`src/rtl/pipe_ctrl_pkg.sv`:
```
// pipe_ctrl_pkg: StallBus type, stall vector constants, sequencer states
// and the request priority encoder shared by the pipeline controller.
package pipe_ctrl_pkg;
    typedef logic [5:0] stall_bus_t;
    localparam logic STOP    = 1'b1;
    localparam logic NO_STOP = 1'b0;
    localparam stall_bus_t STALL_NONE   = 6'b000000;
    localparam stall_bus_t STALL_ID     = 6'b000111;
    localparam stall_bus_t STALL_EX     = 6'b001111;
    localparam stall_bus_t STALL_MEM    = 6'b011111;
    localparam stall_bus_t STALL_REFILL = 6'b000011;
    typedef enum logic [1:0] {RUN, PEND, FLUSH, REFILL} state_t;
    // Later stages win: freezing more of the pipe subsumes a shorter freeze.
    function automatic stall_bus_t stall_encode(input logic mem, input logic ex, input logic id);
        return mem ? STALL_MEM : ex ? STALL_EX : id ? STALL_ID : STALL_NONE;
    endfunction
endpackage

```
`src/rtl/pipe_ctrl_stall_watchdog.sv`:
```
// stall_watchdog: counts consecutive stalled cycles and raises a sticky
// flag once TIMEOUT is reached; only rst clears the flag.
module stall_watchdog #(
    parameter int TIMEOUT = 255
) (
    input  logic clk,
    input  logic rst,
    input  logic run,
    input  logic clear,
    output logic timeout
);
    localparam int W = $clog2(TIMEOUT + 1);
    logic [W-1:0] cnt_q, cnt_d;
    logic         flag_q, flag_d;
    always_comb begin
        cnt_d  = clear ? '0 : (run && cnt_q != W'(TIMEOUT)) ? cnt_q + 1'b1 : cnt_q;
        flag_d = flag_q | (cnt_d == W'(TIMEOUT));
    end
    always_ff @(posedge clk) begin
        if (rst) begin
            cnt_q  <= '0;
            flag_q <= 1'b0;
        end else begin
            cnt_q  <= cnt_d;
            flag_q <= flag_d;
        end
    end
    assign timeout = flag_q;
endmodule

```
`src/rtl/pipe_ctrl.sv`:
```
// pipe_ctrl: merges ID/EX/MEM stall requests into the StallBus, sequences
// exception flush plus refill bubble, and tracks stall statistics.
module pipe_ctrl
    import pipe_ctrl_pkg::*;
#(
    parameter int TIMEOUT = 255,
    parameter int CNT_WD  = 16
) (
    input  logic              clk,
    input  logic              rst,
    input  logic              stallreq_id,
    input  logic              stallreq_ex,
    input  logic              stallreq_mem,
    input  logic              excp_req,
    input  logic [31:0]       excp_target,
    output logic [5:0]        stall,
    output logic              flush,
    output logic [31:0]       new_pc,
    output logic              stall_timeout,
    output logic [CNT_WD-1:0] stall_cnt
);
    state_t            state_q, state_d;
    logic [31:0]       target_q, target_d;
    logic [31:0]       new_pc_q, new_pc_d;
    logic [CNT_WD-1:0] cnt_q, cnt_d;
    stall_bus_t        stall_s;
    always_comb begin
        state_d  = state_q;
        target_d = target_q;
        stall_s  = STALL_NONE;
        case (state_q)
            RUN: begin
                stall_s = stall_encode(stallreq_mem, stallreq_ex, stallreq_id);
                if (excp_req) begin
                    target_d = excp_target;
                    state_d  = stallreq_mem ? PEND : FLUSH;
                end
            end
            PEND: begin
                stall_s = STALL_MEM;
                state_d = stallreq_mem ? PEND : FLUSH;
            end
            FLUSH:   state_d = REFILL;
            REFILL: begin
                stall_s = STALL_REFILL;
                state_d = RUN;
            end
            default: state_d = RUN;
        endcase
        // new_pc only moves on entry to FLUSH so it holds the last redirect.
        new_pc_d = (state_d == FLUSH) ? target_d : new_pc_q;
        stall    = rst ? STALL_NONE : stall_s;
        cnt_d    = (stall[0] && !(&cnt_q)) ? cnt_q + 1'b1 : cnt_q;
    end
    always_ff @(posedge clk) begin
        if (rst) begin
            state_q  <= RUN;
            target_q <= '0;
            new_pc_q <= '0;
            cnt_q    <= '0;
        end else begin
            state_q  <= state_d;
            target_q <= target_d;
            new_pc_q <= new_pc_d;
            cnt_q    <= cnt_d;
        end
    end
    stall_watchdog #(.TIMEOUT(TIMEOUT)) u_wd (
        .clk     (clk),
        .rst     (rst),
        .run     ((state_q == RUN || state_q == PEND) && stall != STALL_NONE),
        .clear   (stall == STALL_NONE),
        .timeout (stall_timeout)
    );
    assign flush     = (state_q == FLUSH);
    assign new_pc    = new_pc_q;
    assign stall_cnt = cnt_q;
endmodule
```
`config.mk`:
```
export PLATFORM = sky130hd
export DESIGN_NAME = pipe_ctrl
export DESIGN_NICKNAME = d
export VERILOG_FILES = /design/src/rtl/pipe_ctrl_pkg.sv /design/src/rtl/pipe_ctrl_stall_watchdog.sv /design/src/rtl/pipe_ctrl.sv
export SDC_FILE = /design/constraint.sdc
export NUM_CORES = 1
export LEC_CHECK = 0
export ABC_AREA = 1
export CAP_MARGIN = 10
export CORE_AREA = 4 4 93 95
export DETAILED_ROUTE_END_ITERATION = 8
export DIE_AREA = 0 0 97 99
export GPL_TIMING_DRIVEN = 0
export PLACE_DENSITY_LB_ADDON = 0.15
export SLEW_MARGIN = 20
export SYNTH_ARGS = -nofsm -noshare
export SYNTH_HDL_FRONTEND = slang
export SYNTH_HIERARCHICAL = 1
export SYNTH_SLANG_ARGS = --single-unit
```
`constraint.sdc`:
```
create_clock -name clk -period 2.8 [get_ports clk]
set_clock_uncertainty 0.2 [all_clocks]
set_input_delay 0.7 -clock clk [delete_from_list [all_inputs] [get_ports clk]]
set_output_delay 0.7 -clock clk [all_outputs]
set_load 0.01 [all_outputs]
```
==> metrics.md, run 1 <==
| Metric | Value |
|---|---|
| Outcome | `complete, no violations` |
| # IOs | `between 90 and 100` |
| Via-per-instance ratio | `a little over 5` |
| Via count | `3429` |
| Initial core utilization | `0.488` |
| Hold WC Path Type | `flip-flop to flip-flop` |
| GP Congestion | `between 0.8 and 0.9` |
| Antenna Nets Post-Route | `0` |
| Arrival time worst endpoint | `1.80 ns` |
| Total GRT Usage | `0.194` |
| Setup ws final | `0.103 ns` |
| Clock tree sinks | `approximately 90` |
| Distinct cell type count after synthesis | `32` |
| Worst skew pair latency | `0.35 ns` |
| Placed cell count | `~660` |
| WL/cell | `approximately 14 um` |
| Final min period | `around 2.7 ns` |
| Req. time, crit path | `1.90 ns` |
| Max Slew Vio Count | `0` |
| Mapped cell area | `around 3800 sq um` |
| Total grt overflow | `0` |
| Worst-Margin Slew | `approximately 0.52 ns` |
| Die Ht | `roughly 100 um` |
| Final period util | `0.963` |
| Mean post-synth cell area | `8.10 sq um` |
| Syn Inst Count | `466` |
| Yosys reg bits | `between 90 and 100` |
| Syn nets | `between 500 and 600` |
| Multi-input logic area | `approximately 1700 sq um` |
| Fin cells | `approximately 680` |
| Cell taking the most area after synthesis | `dfxtp_1` |
| CP Launch Type | `primary input` |
| Max cap viols | `0` |
| CTS Buf Count | `9` |
| Area share of the largest cell type after synthesis | `0.483` |
| RSZ-0062 raised after global routing | `false` |
| Die width | `97 um` |
| Sequential cell area | `approximately 1800 sq um` |
| Total power density per cell area | `roughly 560 nW/um^2` |
| Initial antenna violation count | `0` |
| Starting DRT DRC Count | `143` |
| Vias in the first global route | `3318` |
| Final WL | `9180 um` |
| IO Port Bufs | `between 90 and 100` |
| DR DRC count | `0` |
| Site Rows | `32` |
| Maximum clock path buffer count | `2` |
| Max IR drop VDD | `314 uV` |
| Dpl ws | `-0.490 ns` |
| Critical path capture point type | `output port` |
| Total die area | `a little under 10000 sq um` |
| Nets@finish | `between 600 and 700` |
| Hold-fix buffers, CTS | `0` |
| Area growth syn-to-layout | `33.8%` |
| CTS Root Cell | `clkbuf_8` |
| Detailed placement HPWL | `6750 um` |
| Largest net degree at the start of global routing | `18` |
| Layout cells sized above 1 | `0.101` |
| First-pass GRT wire length | `around 16000 um` |
| Core box area | `7730 sq um` |
| H-tree Lvls | `3` |
| Fill count | `664` |
| CTS clock-pin slew for the worst setup and hold paths | `approximately 0.10 ns` |
| Number of diodes | `0` |
| Synth Warn # | `6` |
| Fin. Hold Viols | `0` |
| Final setup fails | `0` |
| Crit Path Class | `primary input to output port` |
| DR pass1 iterations | `4` |
| Register area share after synthesis | `0.483` |
| CP Max Fanout | `3` |
| Synth area leaders | `dfxtp_1 48%, mux2i_1 8.5%, nor2_1 8.3%` |
| CTS tree | `built` |
| Maximum clock frequency | `371 MHz` |
| Relative slew margins | `0.655` |
| Leak Pwr | `around 2.1 nW` |
## power breakdown
part | total, W | leakage, nW | internal, W | switching [W]
combinational | 0.000495 | 1.29 | 0.000245 | 0.000250
clock | 0.000924 | 0.0959 | 0.000428 | 0.000496
sequential | 0.00143 | 0.744 | 0.00138 | 0.0000423
## worst max-delay path, stage by stage
cell and delay (ns):
dlygate4sd2_1 0.29, nor2_1 0.18, nand2_1 0.09, nand2_2 0.10
inv_4 0.05, buf_4 0.12, dlygate4sd2_1 0.27
## flip-flops by register name (all words and copies together), names as in the netlist
name,cells
u_wd/timeout,1
new_pc,32
target_q,32
state_q,2
u_wd/cnt_q,8
stall_cnt,16
## per-stage QoR
stage | setup TNS, ns | total power (W) | instance area, sq um | utilization | hold WS [ns]
2_1_floorplan | 0 | 0.00171 | 3770 | - | 0.261
3_3_place_gp | -2.78 | 0.00194 | 4810 | 0.623 | 0.271
3_5_place_dp | -3.03 | 0.00195 | 4810 | 0.623 | 0.276
4_1_cts | 0 | 0.00287 | 5050 | 0.653 | 0.300
5_1_grt | 0 | 0.00299 | 5050 | 0.653 | 0.334
6_report | 0 | 0.00284 | 5050 | 0.653 | 0.287
## cell families (layout without fill, tap and decap cells)
logic type                 Yosys count  after routing  synth area share
and+or+nand+nor                    195            195             0.233
muxes                               32             32            0.0849
adders and majority gates            2              2           0.00663
buffers and inverters               49            158            0.0557
other                                1              1          0.000994
AOI/OAI and AO/OA                   91             91             0.124
DFF                                 91             91             0.483
xor gates and xnor gates             5              5            0.0116
## per-layer routing
| metal | global-route usage | part of all wire |
|---|---|---|
| met1 | 0.239 | 0.43 |
| met2 | 0.337 | 0.49 |
| met3 | 0.0502 | 0.070 |
| met4 | 0.0551 | 0.0096 |
| met5 | 0 | 0 |
## final cells by class
cell class	count	share of cell area
Inverter	27	0.0213
Multi-Input combinational cell	326	0.346
Clock inverter	7	0.0166
Sequential cell	91	0.361
Tap cell	102	0.0253
Timing Repair Buffer	94	0.184
Buffer	21	0.0218
Clock buffer	9	0.0245
## placed cells by master (no fill, tap or decap), types with 2 or more instances in the layout
cell type | Yosys | routed
clkbuf_1 | 10 | 9
inv_2 | 6 | 5
inv_1 | 21 | 20
a21oi_2 | 2 | 2
dfxtp_1 | 91 | 91
a21oi_1 | 51 | 51
buf_4 | 6 | 8
nor3_1 | 4 | 4
xor2_1 | 4 | 4
nor2_1 | 83 | 82
dlymetal6s2s_1 | 0 | 2
nand2_4 | 3 | 3
nor2_2 | 7 | 8
clkinvlp_4 | 0 | 4
ha_1 | 2 | 2
clkbuf_8 | 0 | 9
clkbuf_2 | 0 | 2
mux2i_1 | 32 | 32
buf_1 | 3 | 2
inv_8 | 0 | 2
dlygate4sd2_1 | 0 | 4
o21ai_0 | 32 | 32
o21ai_1 | 4 | 4
nand2_1 | 60 | 59
nand2_2 | 2 | 3
buf_2 | 3 | 3
clkdlybuf4s50_1 | 0 | 84
nand4_1 | 4 | 4
nand3_1 | 26 | 26
## cell usage after synthesis (all sizes together)
cell and number:
nor3 4, a211oi 1, nand3 28, o21ai 36, conb 1, xnor2 1
nand3b 1, mux2i 32, clkbuf 10, buf 12, o21a 1, xor2 4
nand4 5, ha 2, a21oi 53, dfxtp 91, nor2 92, nand2 65
inv 27
## worst paths after layout
check | from | endpoint | slack, ns | depth (start not counted)
worst min register to register | u_wd/timeout | u_wd/timeout | 0.29 | 2
worst min-delay path | u_wd/timeout | u_wd/timeout | 0.29 | 2
worst max register to register | state_q[0] | u_wd/timeout | 0.47 | 15
worst max-delay path | stallreq_mem | stall[1] | 0.10 | 7
## repair_timing
action | CTS | global route
pin swaps | 0 | 2
setup buffers | 3 | 0
resized for setup | 11 | 5
endpoints found under the hold margin | 0 | 0
cloned | 0 | 0
setup endpoints to repair | 6 | 4
No activity file was read; power rests on OpenSTA's default activity.
==> inputs of run 2 (changes only) <==
--- a/config.mk
+++ b/config.mk
@@ -7,9 +7,9 @@
 export LEC_CHECK = 0
 export ABC_AREA = 1
 export CAP_MARGIN = 10
-export CORE_AREA = 4 4 93 95
+export CORE_AREA = 3 3 89 91
 export DETAILED_ROUTE_END_ITERATION = 8
-export DIE_AREA = 0 0 97 99
+export DIE_AREA = 0 0 92 94
 export GPL_TIMING_DRIVEN = 0
 export PLACE_DENSITY_LB_ADDON = 0.15
 export SLEW_MARGIN = 20
==> constraint.sdc (replaced) <==
create_clock -name clk -period 3.2 [get_ports clk]
set_clock_uncertainty 0.2 [all_clocks]
set_input_delay 0.8 -clock clk [delete_from_list [all_inputs] [get_ports clk]]
set_output_delay 0.8 -clock clk [all_outputs]
set_load 0.01 [all_outputs]
==> metrics.md, run 2 (synthesized netlist as in run 1, its figures left out) <==
| Metric | Value |
|---|---|
| Outcome | `complete, no violations (unchanged)` |
| Die width | `92 um (was 97 um)` |
| Hold-fix buffers, CTS | `0 (unchanged)` |
| Number of diodes | `0 (unchanged)` |
| CTS tree | `built (unchanged)` |
| Final WL | `8990 um (was 9180 um)` |
| Final core utilization | `0.702 (was 0.653)` |
| Combinational share of power | `0.170 (was 0.174)` |
| CP Launch Type | `primary input (unchanged)` |
| Initial antenna violation count | `0 (unchanged)` |
| Net switching power | `0.000677 W (was 0.000788 W)` |
| Hold WC Path Type | `flip-flop to flip-flop (unchanged)` |
| Final period util | `0.960` |
| Max Slew Vio Count | `0 (unchanged)` |
| DR pass1 iterations | `5 (was 4)` |
| Clock tree sinks | `91 (unchanged)` |
| Max IR drop VDD | `353 uV (was 314 uV)` |
| Die Ht | `94 um (was 99 um)` |
| Vias in the first global route | `3405 (was 3318)` |
| Total power density per cell area | `504 nW/um^2 (was 563 nW/um^2)` |
| Clock power frac | `0.342 (was 0.325)` |
| RSZ-0062 raised after global routing | `false (unchanged)` |
| Starting DRT DRC Count | `187 (was 143)` |
| Largest net degree at the start of global routing | `17 (was 18)` |
| Max cap viols | `0 (unchanged)` |
| Req. time, crit path | `2.20 ns (was 1.90 ns)` |
| Leak Pwr | `2.13 nW (about the same)` |
| IO Port Bufs | `91 (unchanged)` |
| Maximum clock path buffer count | `2 (unchanged)` |
| Worst reg2reg startpoint | `state_q[0] (unchanged)` |
| First-pass GRT wire length | `15500 um (about the same)` |
| Arrival time worst endpoint | `2.07 ns (was 1.80 ns)` |
| Worst skew pair latency | `0.35 ns (about the same)` |
| Initial core utilization | `0.523 (was 0.488)` |
| Fin. Hold Viols | `0 (unchanged)` |
| WL/cell | `13.3 um (was 13.6 um)` |
| Total GRT Usage | `0.222 (was 0.194)` |
| Total die area | `8650 sq um (was 9600 sq um)` |
| Hold Startpoint | `u_wd/timeout (unchanged)` |
| Fill count | `616 (was 664)` |
| Detailed placement HPWL | `6660 um (was 6750 um)` |
| # IOs | `94 (unchanged)` |
| CTS Root Cell | `clkbuf_8 (unchanged)` |
| Via-per-instance ratio | `5.05 (was 5.06)` |
| DR DRC count | `0 (unchanged)` |
| Internal | `0.00188 W (was 0.00206 W)` |
| Via count | `3406 (was 3429)` |
| Relative slew margins | `0.642 (was 0.655)` |
| CP Max Fanout | `3 (unchanged)` |
| Total grt overflow | `0 (unchanged)` |
| Final setup fails | `0 (unchanged)` |
| Core box area | `7210 sq um (was 7730 sq um)` |
| Layout cells sized above 1 | `0.0957 (was 0.101)` |
| Site Rows | `31 (was 32)` |
| Worst Hold Margin | `0.281 ns (was 0.287 ns)` |
| Area growth syn-to-layout | `34.2% (was 33.8%)` |
| Most frequent cells in the layout | `91 x dfxtp_1, 88 x clkdlybuf4s50_1, 81 x nor2_1 (was 91 x dfxtp_1, 84 x clkdlybuf4s50_1, 82 x nor2_1)` |
| CTS Buf Count | `9 (unchanged)` |
| Critical path capture point type | `output port (unchanged)` |
| CP Launch Point | `stallreq_ex (was stallreq_mem)` |
| Final min period | `3.07 ns` |
| Worst-Margin Slew | `0.538 ns (was 0.518 ns)` |
| Antenna Nets Post-Route | `0 (unchanged)` |
| H-tree Lvls | `3 (unchanged)` |
| CTS clock-pin slew for the worst setup and hold paths | `0.09 ns (was 0.10 ns)` |
| Maximum clock frequency | `325 MHz` |
| Nets@finish | `610 (unchanged)` |
| Setup TNS | `0 ns (unchanged)` |
| Reg power frac | `0.488 (was 0.501)` |
| Crit Path Class | `primary input to output port (unchanged)` |
| Switching Share | `0.265 (was 0.277)` |
| Commonest non-fill, non-tap cell in the layout | `dfxtp_1 (unchanged)` |
| GP Congestion | `0.890 (was 0.850)` |
-- run 2: cell count changes in the layout (fill, tap and decap cells not counted), moves of 2 or more --
cell and delta:
clkinvlp_4 -3, clkinv_4 +2, dlygate4sd2_1 -2, clkdlybuf4s50_1 +4
clkbuf_1 +2, clkbuf_2 -2
-- run 2: power groups by stage --
stage	Combinational, W	Clock [W]	Sequential, W
2_1_floorplan	0.000213	0	0.00129
3_3_place_gp	0.000423	0	0.00127
3_5_place_dp	0.000433	0	0.00127
4_1_cts	0.000437	0.000893	0.00125
5_1_grt	0.000482	0.000933	0.00126
6_report	0.000434	0.000873	0.00125
-- run 2: timing repair --
action,in CTS,in global routing
gates resized for setup,4,3
buffers inserted,1,2
pin swaps,0,0
endpoints found under the setup margin,5,4
-- run 2: worst max-delay path: stages --
cell             delay (ns)
clkdlybuf4s50_1        0.47
nor2_1                 0.05
nand2_1                0.05
nand2_1                0.09
inv_4                  0.08
clkdlybuf4s50_1        0.53
-- run 2: per-stage QoR --
step	power [W]	setup slack [ns]	cells	area [sq um]
6_report	0.00255	0.127	674	5060
5_1_grt	0.00267	0.0526	674	5060
4_1_cts	0.00258	-0.00709	672	5040
3_5_place_dp	0.00171	-0.192	656	4810
3_3_place_gp	0.00169	-0.171	656	4810
2_1_floorplan	0.00150	0.573	466	3770
-- run 2: worst paths after layout --
kind / end / slack [ns] / cells after the start
setup / recovery: stall[0] / 0.13 / 6
hold / removal: u_wd/timeout / 0.28 / 2
setup reg to reg: u_wd/timeout / 0.82 / 15
hold reg to reg: u_wd/timeout / 0.28 / 2
-- run 2: routing by layer --
metal / global-route usage / share of wire / routed length, um / vias to the layer above
met2: 0.371 / 0.48 / 4360 / 83
met4: 0.0792 / 0.014 / 128 / 0
met5: 0 / 0 / 0 / -
li1: - / - / - / 1749
met1: 0.275 / 0.43 / 3880 / 1562
met3: 0.0609 / 0.070 / 633 / 12
-- run 2: layout make-up --
class | instances | area (sq um) | area share
sequential | 91 | 1820 | 0.360
multi-input combinational | 326 | 1750 | 0.345
timing repair buffer | 94 | 933 | 0.184
clock buffer | 10 | 128 | 0.0252
tap | 99 | 124 | 0.0245
inverter | 27 | 108 | 0.0213
buffer | 21 | 105 | 0.0208
clock inverter | 6 | 97.6 | 0.0193
==> inputs of run 3 (changes only) <==
--- a/config.mk
+++ b/config.mk
@@ -7,9 +7,10 @@
 export LEC_CHECK = 0
 export ABC_AREA = 1
 export CAP_MARGIN = 10
-export CORE_AREA = 3 3 89 91
+export CORE_AREA = 3 3 87 89
+export CTS_BUF_LIST = sky130_fd_sc_hd__clkbuf_4 sky130_fd_sc_hd__clkbuf_8
 export DETAILED_ROUTE_END_ITERATION = 8
-export DIE_AREA = 0 0 92 94
+export DIE_AREA = 0 0 90 92
 export GPL_TIMING_DRIVEN = 0
 export PLACE_DENSITY_LB_ADDON = 0.15
 export SLEW_MARGIN = 20
==> metrics.md, run 3 (synthesized netlist as in run 1, its figures left out) <==
| Metric | Value |
|---|---|
| Final period util | `0.964 (was 0.960)` |
| Worst Hold Margin | `0.278 ns (was 0.281 ns)` |
| Arrival time worst endpoint | `2.08 ns (was 2.07 ns)` |
| RSZ-0062 raised after global routing | `false (unchanged)` |
| Die width | `90 um (was 92 um)` |
| Hold Startpoint | `u_wd/timeout (unchanged)` |
| Via count | `3448 (was 3406)` |
| Number of diodes | `0 (unchanged)` |
| Maximum clock frequency | `324 MHz (was 325 MHz)` |
| DR DRC count | `0 (unchanged)` |
| Final min period | `3.08 ns (was 3.07 ns)` |
| DR pass1 iterations | `4 (was 5)` |
| Hold EP | `u_wd/timeout (unchanged)` |
| CTS tree | `built (unchanged)` |
| Layout cells sized above 1 | `0.0974 (was 0.0957)` |
| Worst reg2reg startpoint | `state_q[0] (unchanged)` |
| Leak Pwr | `2.11 nW (was 2.13 nW)` |
| Largest net degree at the start of global routing | `17 (unchanged)` |
| Total GRT Usage | `0.225 (was 0.222)` |
| IO Port Bufs | `91 (unchanged)` |
| Final WL | `9230 um (was 8990 um)` |
| Critical path capture point type | `output port (unchanged)` |
| Max cap viols | `0 (unchanged)` |
| R2R depth | `15 (unchanged)` |
| Final Power | `0.00239 W (was 0.00255 W)` |
| Fill count | `556 (was 616)` |
| CTS clock-pin slew for the worst setup and hold paths | `0.09 ns (about the same)` |
| Maximum clock path buffer count | `2 (unchanged)` |
| Setup ws final | `0.116 ns (was 0.127 ns)` |
| Vias in the first global route | `3392 (was 3405)` |
| Die Ht | `92 um (was 94 um)` |
| Cell Chain, Critical Path | `clkdlybuf4s50_1 -> nor2_1 -> nand2_1 -> nand2_1 -> inv_4 -> clkdlybuf4s50_1 (unchanged)` |
| Total grt overflow | `0 (unchanged)` |
| Critical-path top delay cell | `clkdlybuf4s50_1 (unchanged)` |
| Hold-fix buffers, CTS | `0 (unchanged)` |
| WL/cell | `13.8 um (was 13.3 um)` |
| Commonest non-fill, non-tap cell in the layout | `dfxtp_1 (unchanged)` |
| Final setup fails | `0 (unchanged)` |
| Reg2reg setup slack | `0.78 ns (was 0.82 ns)` |
| Worst r2r dst | `u_wd/timeout (unchanged)` |
| Max Slew Vio Count | `0 (unchanged)` |
| Relative slew margins | `0.635 (was 0.642)` |
| Initial core utilization | `0.552 (was 0.523)` |
| CP delay by family, top | `buffers and inverters (unchanged)` |
| Hold WC Path Type | `flip-flop to flip-flop (unchanged)` |
| # IOs | `94 (unchanged)` |
| CP max stage delay | `0.53 ns (about the same)` |
| Total die area | `8280 sq um (was 8650 sq um)` |
| Req. time, crit path | `2.20 ns (about the same)` |
| H-tree Lvls | `3 (unchanged)` |
| First-pass GRT wire length | `15400 um (was 15500 um)` |
| CP Max Fanout | `3 (unchanged)` |
| Clock tree sinks | `91 (unchanged)` |
| Detailed placement HPWL | `6620 um (was 6660 um)` |
| Critical path depth | `6 (unchanged)` |
| Initial antenna violation count | `0 (unchanged)` |
| Site Rows | `30 (was 31)` |
| Via-per-instance ratio | `5.14 (was 5.05)` |
| Crit Path Class | `primary input to output port (unchanged)` |
| Hold depth | `2 (unchanged)` |
| Outcome | `complete, no violations (unchanged)` |
| Worst skew pair latency | `0.35 ns (about the same)` |
| Nets@finish | `611 (was 610)` |
| Core box area | `6830 sq um (was 7210 sq um)` |
| CTS Root Cell | `clkbuf_8 (unchanged)` |
| Antenna Nets Post-Route | `0 (unchanged)` |
| Fin. Hold Viols | `0 (unchanged)` |
| CTS Buf Count | `9 (unchanged)` |
| Area growth syn-to-layout | `32.9% (was 34.2%)` |
| Dpl ws | `-0.235 ns (was -0.192 ns)` |
| WP buf/inv | `3 (unchanged)` |
| Max IR drop VDD | `317 uV (was 353 uV)` |
| Most frequent cells in the layout | `91 x dfxtp_1, 88 x clkdlybuf4s50_1, 81 x nor2_1 (unchanged)` |
| Worst-Margin Slew | `0.548 ns (was 0.538 ns)` |
| Starting DRT DRC Count | `120 (was 187)` |
| CP Launch Type | `primary input (unchanged)` |
| GP Congestion | `0.886 (was 0.890)` |
| Total power density per cell area | `477 nW/um^2 (was 504 nW/um^2)` |
[run 3: changes by cell type in the layout (fill, tap and decap cells not counted)]
cell        delta
inv_6          +1
bufinv_16      -2
buf_4          +1
clkbuf_1       -1
clkinv_2       +1
clkinv_4       -1
clkinvlp_4     +1
[run 3: metal layers]
layer | track usage | part of all wire
met4 | 0.0906 | 0.016
met3 | 0.0591 | 0.058
met1 | 0.270 | 0.43
met5 | 0 | 0
met2 | 0.383 | 0.49
[run 3: worst max-delay path by stage]
stage,from,end,slack [ns]
4_1_cts,rst,stall[3],-0.04
3_5_place_dp,rst,stall[3],-0.23
5_1_grt,stallreq_ex,stall[2],0.05
6_report,stallreq_ex,stall[0],0.12
2_1_floorplan,rst,u_wd/timeout,0.57
3_3_place_gp,rst,stall[3],-0.18
[run 3: cell type report]
class	count	area (sq um)	share of cell area
clock inverters	6	50.0	0.00998
inverters	27	108	0.0215
well taps	96	120	0.0239
multi-input cells	326	1750	0.348
flip-flops and latches	91	1820	0.363
repair buffers	95	941	0.188
clock buffers	9	124	0.0247
plain buffers	21	105	0.0210
[run 3: worst reg2reg max path, cell delays in order, from the launching register on]
cell and delay, ns:
dfxtp_1 0.42, inv_2 0.09, a21oi_2 0.12, nand2_1 0.11, buf_4 0.20, nor2_2 0.25
nand2_2 0.12, nor2_2 0.22, nand2_1 0.08, nand2_1 0.06, nand3_1 0.09, nor2_1 0.13
nand3_1 0.09, nor2_1 0.10, nor2_1 0.04, nor2_1 0.07
[run 3: stage by stage]
step                area (sq um)  cells   util  TNS [ns]
floorplan                   3770    466      -         0
global placement            4800    653  0.703    -0.812
detailed placement          4800    653  0.703    -0.922
CTS                         4980    668  0.730   -0.0397
global route                5020    671  0.734         0
finish                      5020    671  0.734         0
[run 3: repair_timing]
item,in CTS,in global routing
resized for setup,4,3
setup buffers,1,3
hold endpoints to repair,0,0
pin swaps,0,0
setup endpoints to repair,5,4
[run 3: power breakdown]
part	total, W	switching, W	internal (W)
logic	0.000436	0.000219	0.000217
registers	0.00125	0.0000395	0.00121
clock network	0.000709	0.000420	0.000289
